$ cat config.mk
export PLATFORM = sky130hd
export DESIGN_NAME = shift_seq_flat
export DESIGN_NICKNAME = d
export VERILOG_FILES = /design/src/rtl/shift_seq_if.sv /design/src/rtl/shift_seq.sv /design/src/flat_wrapper.sv
export SDC_FILE = /design/constraint.sdc
export NUM_CORES = 1
export LEC_CHECK = 0
export CORE_UTILIZATION = 39
export DETAILED_ROUTE_END_ITERATION = 7
export GPL_TIMING_DRIVEN = 1
export REMOVE_ABC_BUFFERS = 1
export SLEW_MARGIN = 20
export SYNTH_ARGS = -nofsm -noshare
export SYNTH_HDL_FRONTEND = slang
export SYNTH_SLANG_ARGS = --single-unit
$ cat constraint.sdc
create_clock -name clk -period 4.22 [get_ports clk]
set_clock_uncertainty 0.05 [all_clocks]
set_input_delay 0.422 -clock clk [delete_from_list [all_inputs] [get_ports clk]]
set_output_delay 0.422 -clock clk [all_outputs]
set_load 0.01 [all_outputs]
$ cat src/rtl/shift_seq_if.sv
// Handshake and data bundle between a shift_seq client and the sequencer.
interface shift_seq_if #(
    parameter int WIDTH = 32
);
    localparam int SW = $clog2(WIDTH);

    logic             kick;
    logic             flush;
    logic [2:0]       op;
    logic [WIDTH-1:0] a;
    logic [SW-1:0]    b;
    logic             ready;
    logic             done;
    logic [WIDTH-1:0] q;

    modport master (output kick, flush, op, a, b, input ready, done, q);
    modport slave  (input kick, flush, op, a, b, output ready, done, q);
endinterface

$ cat src/rtl/shift_seq.sv
// Multi-cycle shifter/rotator: shifts by up to STEP positions per clock
// until the requested amount is consumed, then pulses done for one cycle.
//
// state | meaning
// IDLE  | ready for kick; q holds the last result
// RUN   | consuming cnt_q, STEP positions (or fewer) per edge
module shift_seq #(
    parameter int WIDTH = 32,
    parameter int STEP  = 4
) (
    input  logic        clk,
    input  logic        reset,
    shift_seq_if.slave  bus
);
    localparam int SW = $clog2(WIDTH);
    // One extra bit so STEP == WIDTH is representable in the compare.
    localparam logic [SW:0] STEP_C = (SW+1)'(STEP);

    typedef enum logic {IDLE = 1'b0, RUN = 1'b1} state_t;

    state_t           state_q, state_d;
    logic [SW-1:0]    cnt_q, cnt_d;
    logic [2:0]       op_q, op_d;
    logic [WIDTH-1:0] q_q, q_d;
    logic             done_q, done_d;
    logic [SW-1:0]    k_s;
    logic [SW-1:0]    rem_s;

    // Shift/rotate v by amt (< WIDTH); unknown op codes pass v through.
    function automatic logic [WIDTH-1:0] shift_f(input logic [2:0] op,
                                                 input logic [WIDTH-1:0] v,
                                                 input logic [SW-1:0] amt);
        logic [SW:0]      inv;
        logic [WIDTH-1:0] r;
        inv = (SW+1)'(WIDTH) - {1'b0, amt};
        case (op)
            3'b000:  r = v << amt;
            3'b001:  r = v >> amt;
            3'b010:  r = $signed(v) >>> amt;
            // amt == 0 gives a shift by WIDTH on the wrap half, which is 0.
            3'b011:  r = (v << amt) | (v >> inv);
            3'b100:  r = (v >> amt) | (v << inv);
            default: r = v;
        endcase
        return r;
    endfunction

    // Per-edge step size: whatever is left, capped at STEP.
    assign k_s   = ({1'b0, cnt_q} < STEP_C) ? cnt_q : STEP_C[SW-1:0];
    assign rem_s = cnt_q - k_s;

    // State register.
    always_ff @(posedge clk or posedge reset) begin
        if (reset) state_q <= IDLE;
        else       state_q <= state_d;
    end

    // Next-state logic; flush only matters in RUN.
    always_comb begin
        state_d = state_q;
        case (state_q)
            IDLE: if (bus.kick && (bus.b != '0)) state_d = RUN;
            RUN:  if (bus.flush || (rem_s == '0)) state_d = IDLE;
            default: state_d = IDLE;
        endcase
    end

    // Datapath next values: accept loads operands, RUN shifts, flush freezes q.
    always_comb begin
        q_d    = q_q;
        cnt_d  = cnt_q;
        op_d   = op_q;
        done_d = 1'b0;
        if (state_q == IDLE) begin
            if (bus.kick) begin
                q_d    = bus.a;
                cnt_d  = bus.b;
                op_d   = bus.op;
                done_d = (bus.b == '0);
            end
        end else if (bus.flush) begin
            cnt_d = '0;
        end else begin
            q_d    = shift_f(op_q, q_q, k_s);
            cnt_d  = rem_s;
            done_d = (rem_s == '0);
        end
    end

    // Datapath registers.
    always_ff @(posedge clk or posedge reset) begin
        if (reset) begin
            q_q    <= '0;
            cnt_q  <= '0;
            op_q   <= 3'b000;
            done_q <= 1'b0;
        end else begin
            q_q    <= q_d;
            cnt_q  <= cnt_d;
            op_q   <= op_d;
            done_q <= done_d;
        end
    end

    // Outputs: ready is decoded straight from the state.
    always_comb begin
        bus.ready = (state_q == IDLE);
        bus.done  = done_q;
        bus.q     = q_q;
    end
endmodule
$ cat src/flat_wrapper.sv
// flat-port wrapper written by rule: the top's interface ports become plain ports
module shift_seq_flat 
#(
    parameter int WIDTH = 32,
    parameter int STEP  = 4
)
  (clk, reset, bus_kick, bus_flush, bus_op, bus_a, bus_b, bus_ready, bus_done, bus_q);
  shift_seq_if #(.WIDTH(WIDTH)) bus_i ();
  input  logic clk;
  input  logic reset;
  input wire logic [$bits(bus_i.kick)-1:0] bus_kick;
  input wire logic [$bits(bus_i.flush)-1:0] bus_flush;
  input wire logic [$bits(bus_i.op)-1:0] bus_op;
  input wire logic [$bits(bus_i.a)-1:0] bus_a;
  input wire logic [$bits(bus_i.b)-1:0] bus_b;
  output wire logic [$bits(bus_i.ready)-1:0] bus_ready;
  output wire logic [$bits(bus_i.done)-1:0] bus_done;
  output wire logic [$bits(bus_i.q)-1:0] bus_q;
  assign bus_i.kick = bus_kick;
  assign bus_i.flush = bus_flush;
  assign bus_i.op = bus_op;
  assign bus_i.a = bus_a;
  assign bus_i.b = bus_b;
  assign bus_ready = bus_i.ready;
  assign bus_done = bus_i.done;
  assign bus_q = bus_i.q;
  shift_seq #(.WIDTH(WIDTH), .STEP(STEP)) u_core (.clk(clk), .reset(reset), .bus(bus_i));
endmodule
# Yosys cells after proc, flatten, opt, wreduce, memory -nomap -nowiden
# Index checks and enable logic that the tools add are counted.
# W data, S select, Z words.
totals:
  regBits: 42
  output_inout_bits: 34
  elab_cells: 45
classes:
  addsub: 2
  order_cmp: 1
  n_eq_ne: 6
  shift: 5
  mux: 14
  bitwise: 3
  n_reduce_logical: 9
ops:
  columns: ["operator", "count"]
  rows:
  - ["$pmux W32 S5", 1]
  - ["$mux W32", 3]
  - ["$or A32 B32 Y32", 2]
  - ["$shl A32 B5 Y32", 1]
  - ["$shl A32 B6 Y32", 1]
  - ["$shr A32 B5 Y32", 1]
  - ["$shr A32 B6 Y32", 1]
  - ["$sshr A32 B5 Y32", 1]
  - ["$mux W5", 4]
  - ["$logic_not A5 Y1", 2]
  - ["$eq A3 B2 Y1 const B", 2]
  - ["$ne A6 B6 Y1 const B", 1]
  - ["$sub A6 B5 Y6 const A", 1]
  - ["$lt A5 B3 Y1 const B", 1]
  - ["$mux W1", 5]
  - ["$reduce_bool A5 Y1", 1]
  - ["$sub A5 B5 Y5", 1]
  - ["$eq A3 B1 Y1 const B", 1]
  - ["$eq A3 B3 Y1 const B", 1]
  - ["$logic_not A3 Y1", 1]
  - ["$reduce_and A3 Y1", 1]
  - ["$ne A2 B2 Y1 const B", 1]
  - ["$pmux W1 S2", 1]
  - ["$reduce_and A2 Y1", 1]
  - ["other kinds (4)", 4]

# Logic depth before layout (Yosys ltp)
# Gate-level depths: netlist (run 1).
depth:
  depth_word: 8
  mapped_depth: 14
  mapped_depth_nobuf: 10

# Worst setup path before layout (run 1)
# OpenSTA, ideal clock, no wires.
synth_path:
  path_type: "reg2reg"
  startpoint: "register u_core.cnt_q[2]"
  endpoint: "register u_core.q_q[1], in the netlist u_core.bus.q[1]"
  setup_time_ps: 77
  t_arrival_ps: 2933
  required_ps: 4093
  setup_slack_ps: 1159
  stages_incl_launch_ff: 13
  period_less_slack_ps: 3061
  path_cell_list: "dfrtp_1 buf_2 nor3_1 and2_1 clkbuf_1 inv_1 ha_1 or4_1 o21ai_1 a22oi_1 o211a_1 or3_1 a21oi_1"
synth_via:
  elab_chain_len: 8
  word_cells_on_any_way: 13
synth_lines:
  columns: ["element", "line_no", "text"]
  rows:
  - ["from (decl)", "shift_seq.sv:22", "logic [SW-1:0] cnt_q, cnt_d;"]
  - ["from (signal assigned)", "shift_seq.sv:99", "cnt_q <= cnt_d;"]
  - ["$lt A5 B3 Y1", "shift_seq.sv:49", "assign k_s = ({1'b0, cnt_q} < STEP_C) ? cnt_q : STEP_C[SW-1:0];"]
  - ["$mux W5 *", "shift_seq.sv:49", null]
  - ["$sub A6 B5 Y6", "shift_seq.sv:35", "inv = (SW+1)'(WIDTH) - {1'b0, amt};"]
  - ["$shl A32 B6 Y32 / $shr A32 B6 Y32 (equally long branches)", "shift_seq.sv:42, shift_seq.sv:41", null]
  - ["$or A32 B32 Y32, on equally long branches", "shift_seq.sv:42, shift_seq.sv:41", null]
  - ["$pmux W32 S5 *", "shift_seq.sv:36", "case (op)"]
  - ["$mux W32 *", "shift_seq.sv:81", "end else if (bus.flush) begin"]
  - ["$mux W32 *", "shift_seq.sv:74", "if (state_q == IDLE) begin"]
  - ["to (signal assigned)", "shift_seq.sv:98", "q_q <= q_d;"]
  - ["to (decl)", "shift_seq.sv:24", "logic [WIDTH-1:0] q_q, q_d;"]
# Every way passes the cells marked *; elsewhere a longest branch is shown, timed or not. The select of a mux whose other input is x is not followed.
# A chain may end at the register's enable or synchronous reset.

# Worst setup path after layout (run 1)
layout_path:
  startpoint: "register u_core.cnt_q[2]"
  endpoint: "register u_core.q_q[31], in the netlist u_core.bus.q[31]"
# The elaborated chain is that of the path after synthesis.

==> impl_metrics.json, run 1 <==
{
  "status": "finished, violations left",
  "violations": "DRC",
  "grt_antenna_before_repair": 0,
  "htreeDepth": 2,
  "cts-buffers-inserted": 5,
  "pre_cts_slack_ns": 0.7731,
  "multi_input_area_um2": 4653,
  "place.gp.congestion": 0.9801,
  "rsz0062_at_grt": "false",
  "power_density_nw_per_um2": 1029,
  "dr.pass1.iters": 8,
  "setup_viol": 0,
  "grt_max_degree": 56,
  "core_area_um2": 15370,
  "die_x_um": 128.1,
  "drive_gt1_share_pct": 8.902,
  "synth_top_area_share_pct": 16.95,
  "whs_ns": 0.4094,
  "synth_area_per_cell_um2": 7.253,
  "crit_type": "flip-flop to flip-flop",
  "fin_nets": 910,
  "p_comb_share_pct": 76.4,
  "track_usage_pct": 35.44,
  "tightest_slew_ns": 1.054,
  "n_antenna_cell": 0,
  "yosys_most_used_dff": "dfrtp_1",
  "grt_pass1_wl_um": 43720,
  "switching_share_pct": 59.98,
  "cp-end-kind": "flip-flop",
  "die-area_um2": 16410,
  "yosysUniqueCellTypes": 75,
  "p_leak_uw": 0.002642,
  "timing.fmax_mhz": 281.5,
  "rows": 45,
  "start_util_pct": 40.34,
  "fillerInstances": 1582,
  "fin_setup_tns_ns": 0,
  "pwr-share-seq_pct": 17.8,
  "ctsHoldBuffers": 0,
  "path_max_fanout": 14,
  "r2r_slack_ns": 0.67,
  "clk_pin_slew_ns": 0.07,
  "die_height_um": 128.1,
  "grt_pass1_vias": 6825,
  "regToRegEndpoint": "u_core.bus.q[31]$_DFFE_PP0P_",
  "vdd_drop_max_mv": 0.4269,
  "post_cts_buffers": 0,
  "intPower_uw": 2935,
  "hp-class": "primary input to async pin",
  "required_ns": 4.39,
  "overflow": 0,
  "vias_per_cell": 6.908,
  "fin_crit_ns": 3.552,
  "synth_top_cell_by_area": "dfrtp_1",
  "synth_edf_count": 0,
  "cap_violations": 0,
  "worstSetupStartpointType": "flip-flop",
  "crit_arrival_ns": 3.73,
  "io_pins": 78,
  "clock_path_buffers": 2,
  "finalHoldViolations": 0,
  "dr_total_vias": 7433,
  "slew_headroom_pct": 27.71,
  "ys_ff_latch": 42,
  "cts-resized-gates": 0,
  "fin_crit_sh_pct": 84.17,
  "rr_worst_depth": 11,
  "cts_sinks": 42,
  "synthTopCellsByArea": "dfrtp_1, mux2i_1, nand2_1",
  "yosysSeqAreaShare_pct": 16.95,
  "cts-root-buf": "clkbuf_16",
  "totalWireLength_um": 28410,
  "netlist_area_um2": 6201,
  "numPortBuffers": 77,
  "hpwl_um": 19570,
  "syn_inst": 855,
  "regArea_um2": 1052,
  "drtAntennaViolNets": 0,
  "finalMaxSlewViolations": 0,
  "p_sw_uw": 4398,
  "clk_latency_ns": 0.30,
  "syn2layout_area_growth_pct": 14.95,
  "r2r_start": "u_core.cnt_q[2]$_DFFE_PP0P_",
  "drt_iter0_drc": 1306,
  "wl_per_cell_um": 26.41,
  "ys_async_sr_fraction_pct": 100.0,
  "cts_tree": "built",
  "synth_warnings": 0,
  "p_clk_share_pct": 5.8,
  "worst_slack_ns": 0.6680,
  "drc_errors": 1
}
## cells in the final DEF, fill, tap and decap left out, drive strengths merged, types with 5 or more instances in the layout
| master | count |
|---|---|
| a22oi | 9 |
| nor2 | 50 |
| nand3 | 27 |
| a311oi | 7 |
| nor4 | 9 |
| nand2 | 128 |
| mux2 | 15 |
| mux4 | 14 |
| o21ai | 63 |
| a21o | 5 |
| a31oi | 18 |
| a2111oi | 6 |
| or3 | 27 |
| o31ai | 6 |
| mux2i | 75 |
| o211ai | 22 |
| inv | 9 |
| buf | 27 |
| a211oi | 21 |
| dfrtp | 42 |
| and2 | 6 |
| o22ai | 12 |
| nand2b | 11 |
| nor3 | 22 |
| a21oi | 58 |
| nor2b | 5 |
| nor3b | 5 |
| clkdlybuf4s50 | 77 |
| clkbuf | 7 |
| and3 | 7 |
| nand4 | 6 |
## how the worst max path moves through the flow
stage	slack, ns	startpoint	end
after CTS	0.75	u_core.cnt_q[2]$_DFFE_PP0P_	u_core.bus.q[31]$_DFFE_PP0P_
after global placement	0.76	u_core.cnt_q[2]$_DFFE_PP0P_	u_core.bus.q[14]$_DFFE_PP0P_
final	0.67	u_core.cnt_q[2]$_DFFE_PP0P_	u_core.bus.q[31]$_DFFE_PP0P_
after floorplan	-3.49	u_core.cnt_q[0]$_DFFE_PP0P_	u_core.bus.q[31]$_DFFE_PP0P_
after detailed placement	0.77	u_core.cnt_q[2]$_DFFE_PP0P_	u_core.bus.q[31]$_DFFE_PP0P_
after global routing	0.45	u_core.cnt_q[2]$_DFFE_PP0P_	u_core.bus.q[31]$_DFFE_PP0P_
## metal layers
layer  up-vias  GRT usage [%]  wire (um)
met5         -              0          0
met4         0          13.98       1150
met3        96          6.720       2959
met2       528          53.90      12580
met1      3585          49.26      11730
li1       3224              -          -
## final cells by class
class                           count  area share [%]
Sequential cell                    42           14.76
Timing Repair Buffer              104           13.66
Multi-Input combinational cell    701           65.28
Tap cell                          211           3.704
Clock buffer                        7           2.001
Inverter                           10          0.5266
Clock inverter                      1         0.07021
## cell families after synthesis
family | share of synthesized area [%]
compound gates | 28.61
xor+xnor | 0.4238
fa+ha+maj | 0.4035
buf+inv | 8.333
flops | 16.95
mux | 19.92
other cells | 0.06047
simple gates | 25.30
## synth_stat cells (all sizes together) (5+ instances only)
cell     count
and2         6
nor2b        5
nand4        6
clkbuf      57
mux4        14
nor2        50
o211ai      22
dfrtp       42
a2111oi      6
a211oi      21
mux2        15
a31oi       18
nor3        22
o31ai        6
and3         7
or3         27
a311oi       7
o22ai       12
a21oi       58
buf         45
nor3b        5
a22oi        9
nand2      128
o21ai       63
inv          9
nor4         9
nand2b      11
mux2i       75
a21o         5
nand3       27
## worst max-delay path: stages, from the launching register on
cell and delay, ns:
dfrtp_1 0.54, nor3_2 0.26, and2_1 0.15, buf_4 0.20, inv_1 0.12, ha_1 0.26, or4_1 0.51, nand2_1 0.46
mux4_2 0.42, o21ai_1 0.22, a221oi_1 0.11, nor3_1 0.16
## power groups by stage
stage	sequential (uW)	combinational (uW)	clock [uW]
2_1_floorplan	1150	3350	0
3_3_place_gp	1280	5440	0
3_5_place_dp	1270	5410	0
4_1_cts	1260	5440	434
5_1_grt	1330	5950	451
6_report	1300	5600	428
## stage by stage
step	utilization (%)	area, um^2	total power [uW]	cells
global route	46.37	7128	7730	1076
global placement	45.41	6980	6722	1068
floorplan	-	5722	4501	753
finish	46.37	7128	7332	1076
CTS	46.37	7128	7134	1076
detailed placement	45.41	6980	6684	1068
## registers in the layout, summed over array words and instances, names as in the netlist
| register | cells |
|---|---|
| u_core.bus.q | 32 |
| u_core.cnt_q | 5 |
| u_core.op_q | 3 |
| u_core.bus.done | 1 |
| u_core.state_q | 1 |
Note: power is estimated with default switching activity, not from simulation.
==> run 2: changes to the inputs <==
==> constraint.sdc (replaced) <==
create_clock -name clk -period 3.7 [get_ports clk]
set_clock_uncertainty 0.05 [all_clocks]
set_input_delay 0.37 -clock clk [delete_from_list [all_inputs] [get_ports clk]]
set_output_delay 0.37 -clock clk [all_outputs]
set_load 0.01 [all_outputs]
==> run 2 against run 1 <==
Net effect: the run now ends clean; non-clock buffer count is 19 higher; total power is 19% higher; first-iteration DRC count is 23% lower; clock power is 32% higher; final cell count is 1.8% higher; cell area is 2.9% higher; maximum frequency is 4.8% higher; register-to-register slack worse by 0.36 ns; die area stayed put; via count is 1.1% lower; critical endpoint is now u_core.bus.q[5]$_DFFE_PP0P_.
==> impl_metrics.json, run 2 (same netlist as run 1, synthesis figures left out) <==
{
  "numPortBuffers": 77,
  "critPathBufInv": 3,
  "fin_crit_ns": 3.390,
  "path_max_fanout": 19,
  "largest_reg_flops": 32,
  "cts-root-buf": "clkbuf_16",
  "rows": 45,
  "overflow": 0,
  "wl_per_cell_um": 26.30,
  "cap_violations": 0,
  "finalMaxSlewViolations": 0,
  "vias_per_cell": 6.714,
  "clk_pin_slew_ns": 0.07,
  "crit_arrival_ns": 3.50,
  "ctsHoldBuffers": 0,
  "postLayoutCellArea_um2": 7333,
  "syn2layout_area_growth_pct": 18.26,
  "grt_pass1_vias": 6811,
  "drive_gt1_share_pct": 10.86,
  "fillerInstances": 1570,
  "htreeDepth": 2,
  "rsz0062_at_grt": "false",
  "track_usage_pct": 35.82,
  "place.gp.congestion": 0.9732,
  "critPathTopFamily": "compound AO/OA/AOI/OAI gates",
  "cp-end-kind": "flip-flop",
  "die_height_um": 128.1,
  "die_x_um": 128.1,
  "final_common_cell": "nand2_1",
  "regToRegEndpoint": "u_core.bus.q[5]$_DFFE_PP0P_",
  "timing.fmax_mhz": 295.0,
  "core_area_um2": 15370,
  "final_cell_mix": "nand2_1, clkdlybuf4s50_1, mux2i_1, o21ai_0, a21oi_1",
  "p_leak_uw": 0.002756,
  "status": "finished, final reports clean",
  "drtAntennaViolNets": 0,
  "path_cells": "nor3_2, and2_1, inv_1, ha_1, buf_4, inv_1, nand2_1, a2111oi_0, a2111oi_0, a21oi_1",
  "cts-resized-gates": 0,
  "r2r_slack_ns": 0.31,
  "tightest_slew_ns": 1.017,
  "die-area_um2": 16410,
  "cts_tree": "built",
  "hpwl_um": 20110,
  "slew_headroom_pct": 32.03,
  "required_ns": 3.81,
  "crit_type": "flip-flop to flip-flop",
  "finalHoldViolations": 0,
  "cp_slowest_stage_delay_ns": 0.80,
  "hp-class": "primary input to async pin",
  "r2r_start": "u_core.cnt_q[2]$_DFFE_PP0P_",
  "worstSetupStartpointType": "flip-flop",
  "totalWireLength_um": 28800,
  "drt_iter0_drc": 1001,
  "post_cts_buffers": 0,
  "grt_antenna_before_repair": 0,
  "fin_crit_sh_pct": 91.62,
  "clk_latency_ns": 0.31,
  "cts_sinks": 42,
  "io_pins": 78,
  "power_density_nw_per_um2": 1186,
  "critPathLaunch": "u_core.cnt_q[2]$_DFFE_PP0P_",
  "fin_nets": 929,
  "multi_input_area_um2": 4653,
  "worst_path_max_delay_cell": "a2111oi_0",
  "dr.pass1.iters": 5,
  "grt_max_degree": 67,
  "total_power_uw": 8694,
  "dr_total_vias": 7352,
  "clock_path_buffers": 2,
  "setup_viol": 0,
  "start_util_pct": 40.34,
  "place_area_um2": 7161,
  "grt_pass1_wl_um": 43830,
  "drc_errors": 0,
  "n_antenna_cell": 0,
  "rr_worst_depth": 10,
  "vdd_drop_max_mv": 0.5653,
  "finalNonFillerCells": 1095,
  "dp_cells": 1087,
  "fin_setup_tns_ns": 0,
  "regArea_um2": 1052,
  "cts-buffers-inserted": 5
}
-- run 2: final cells by class --
cell class | count | share of cell area [%]
multi-input cells | 701 | 63.45
clock inverters | 1 | 0.4095
repair buffers | 123 | 15.73
flip-flops and latches | 42 | 14.35
well taps | 211 | 3.600
clock buffers | 7 | 1.945
inverters | 10 | 0.5119
-- run 2: worst reg2reg max path: cells and delay by family, from the launching register on --
kind | cells | cell delay, ns
buffers and inverters | 3 | 0.58
DFF | 1 | 0.66
and+or+nand+nor | 3 | 0.60
AOI/OAI and AO/OA | 3 | 1.09
adders and majority gates | 1 | 0.24
-- run 2: worst max-delay path by stage --
stage	end	slack [ns]	cells past startpoint
detailed placement	u_core.bus.q[20]$_DFFE_PP0P_	0.53	11
global route	u_core.bus.q[5]$_DFFE_PP0P_	0.04	10
floorplan	u_core.bus.q[31]$_DFFE_PP0P_	-4.01	8
CTS	u_core.bus.q[0]$_DFFE_PP0P_	0.48	10
global placement	u_core.bus.q[20]$_DFFE_PP0P_	0.53	11
finish	u_core.bus.q[5]$_DFFE_PP0P_	0.31	10
-- run 2: report_power, final --
group	switching, uW	internal, uW
logic	4060	2590
clock network	224	339
registers	816	667
total	5100	3600
-- run 2: stage by stage --
step / utilization, % / hold WS, ns / setup slack, ns
6_report: 47.71 / 0.3993 / 0.3102
2_1_floorplan: - / 0.4254 / -4.015
3_5_place_dp: 46.59 / 0.6208 / 0.5272
4_1_cts: 47.71 / 0.4293 / 0.4803
5_1_grt: 47.71 / 0.4652 / 0.04180
3_3_place_gp: 46.59 / 0.6155 / 0.5336
-- run 2: routing by layer --
layer	GRT usage, %	wire length [um]	vias up
met1	49.81	12230	3581
met5	0	0	-
met2	54.38	13060	430
met4	14.60	961	0
met3	6.594	2542	69
li1	-	-	3272
==> run 3: changes to the inputs <==
--- a/config.mk
+++ b/config.mk
@@ -9,7 +9,6 @@
 export DETAILED_ROUTE_END_ITERATION = 7
 export GPL_TIMING_DRIVEN = 1
 export REMOVE_ABC_BUFFERS = 1
-export SLEW_MARGIN = 20
 export SYNTH_ARGS = -nofsm -noshare
 export SYNTH_HDL_FRONTEND = slang
 export SYNTH_SLANG_ARGS = --single-unit
==> results of run 3 <==
No change in the layout: final DEF, timing and power equal those of run 2.
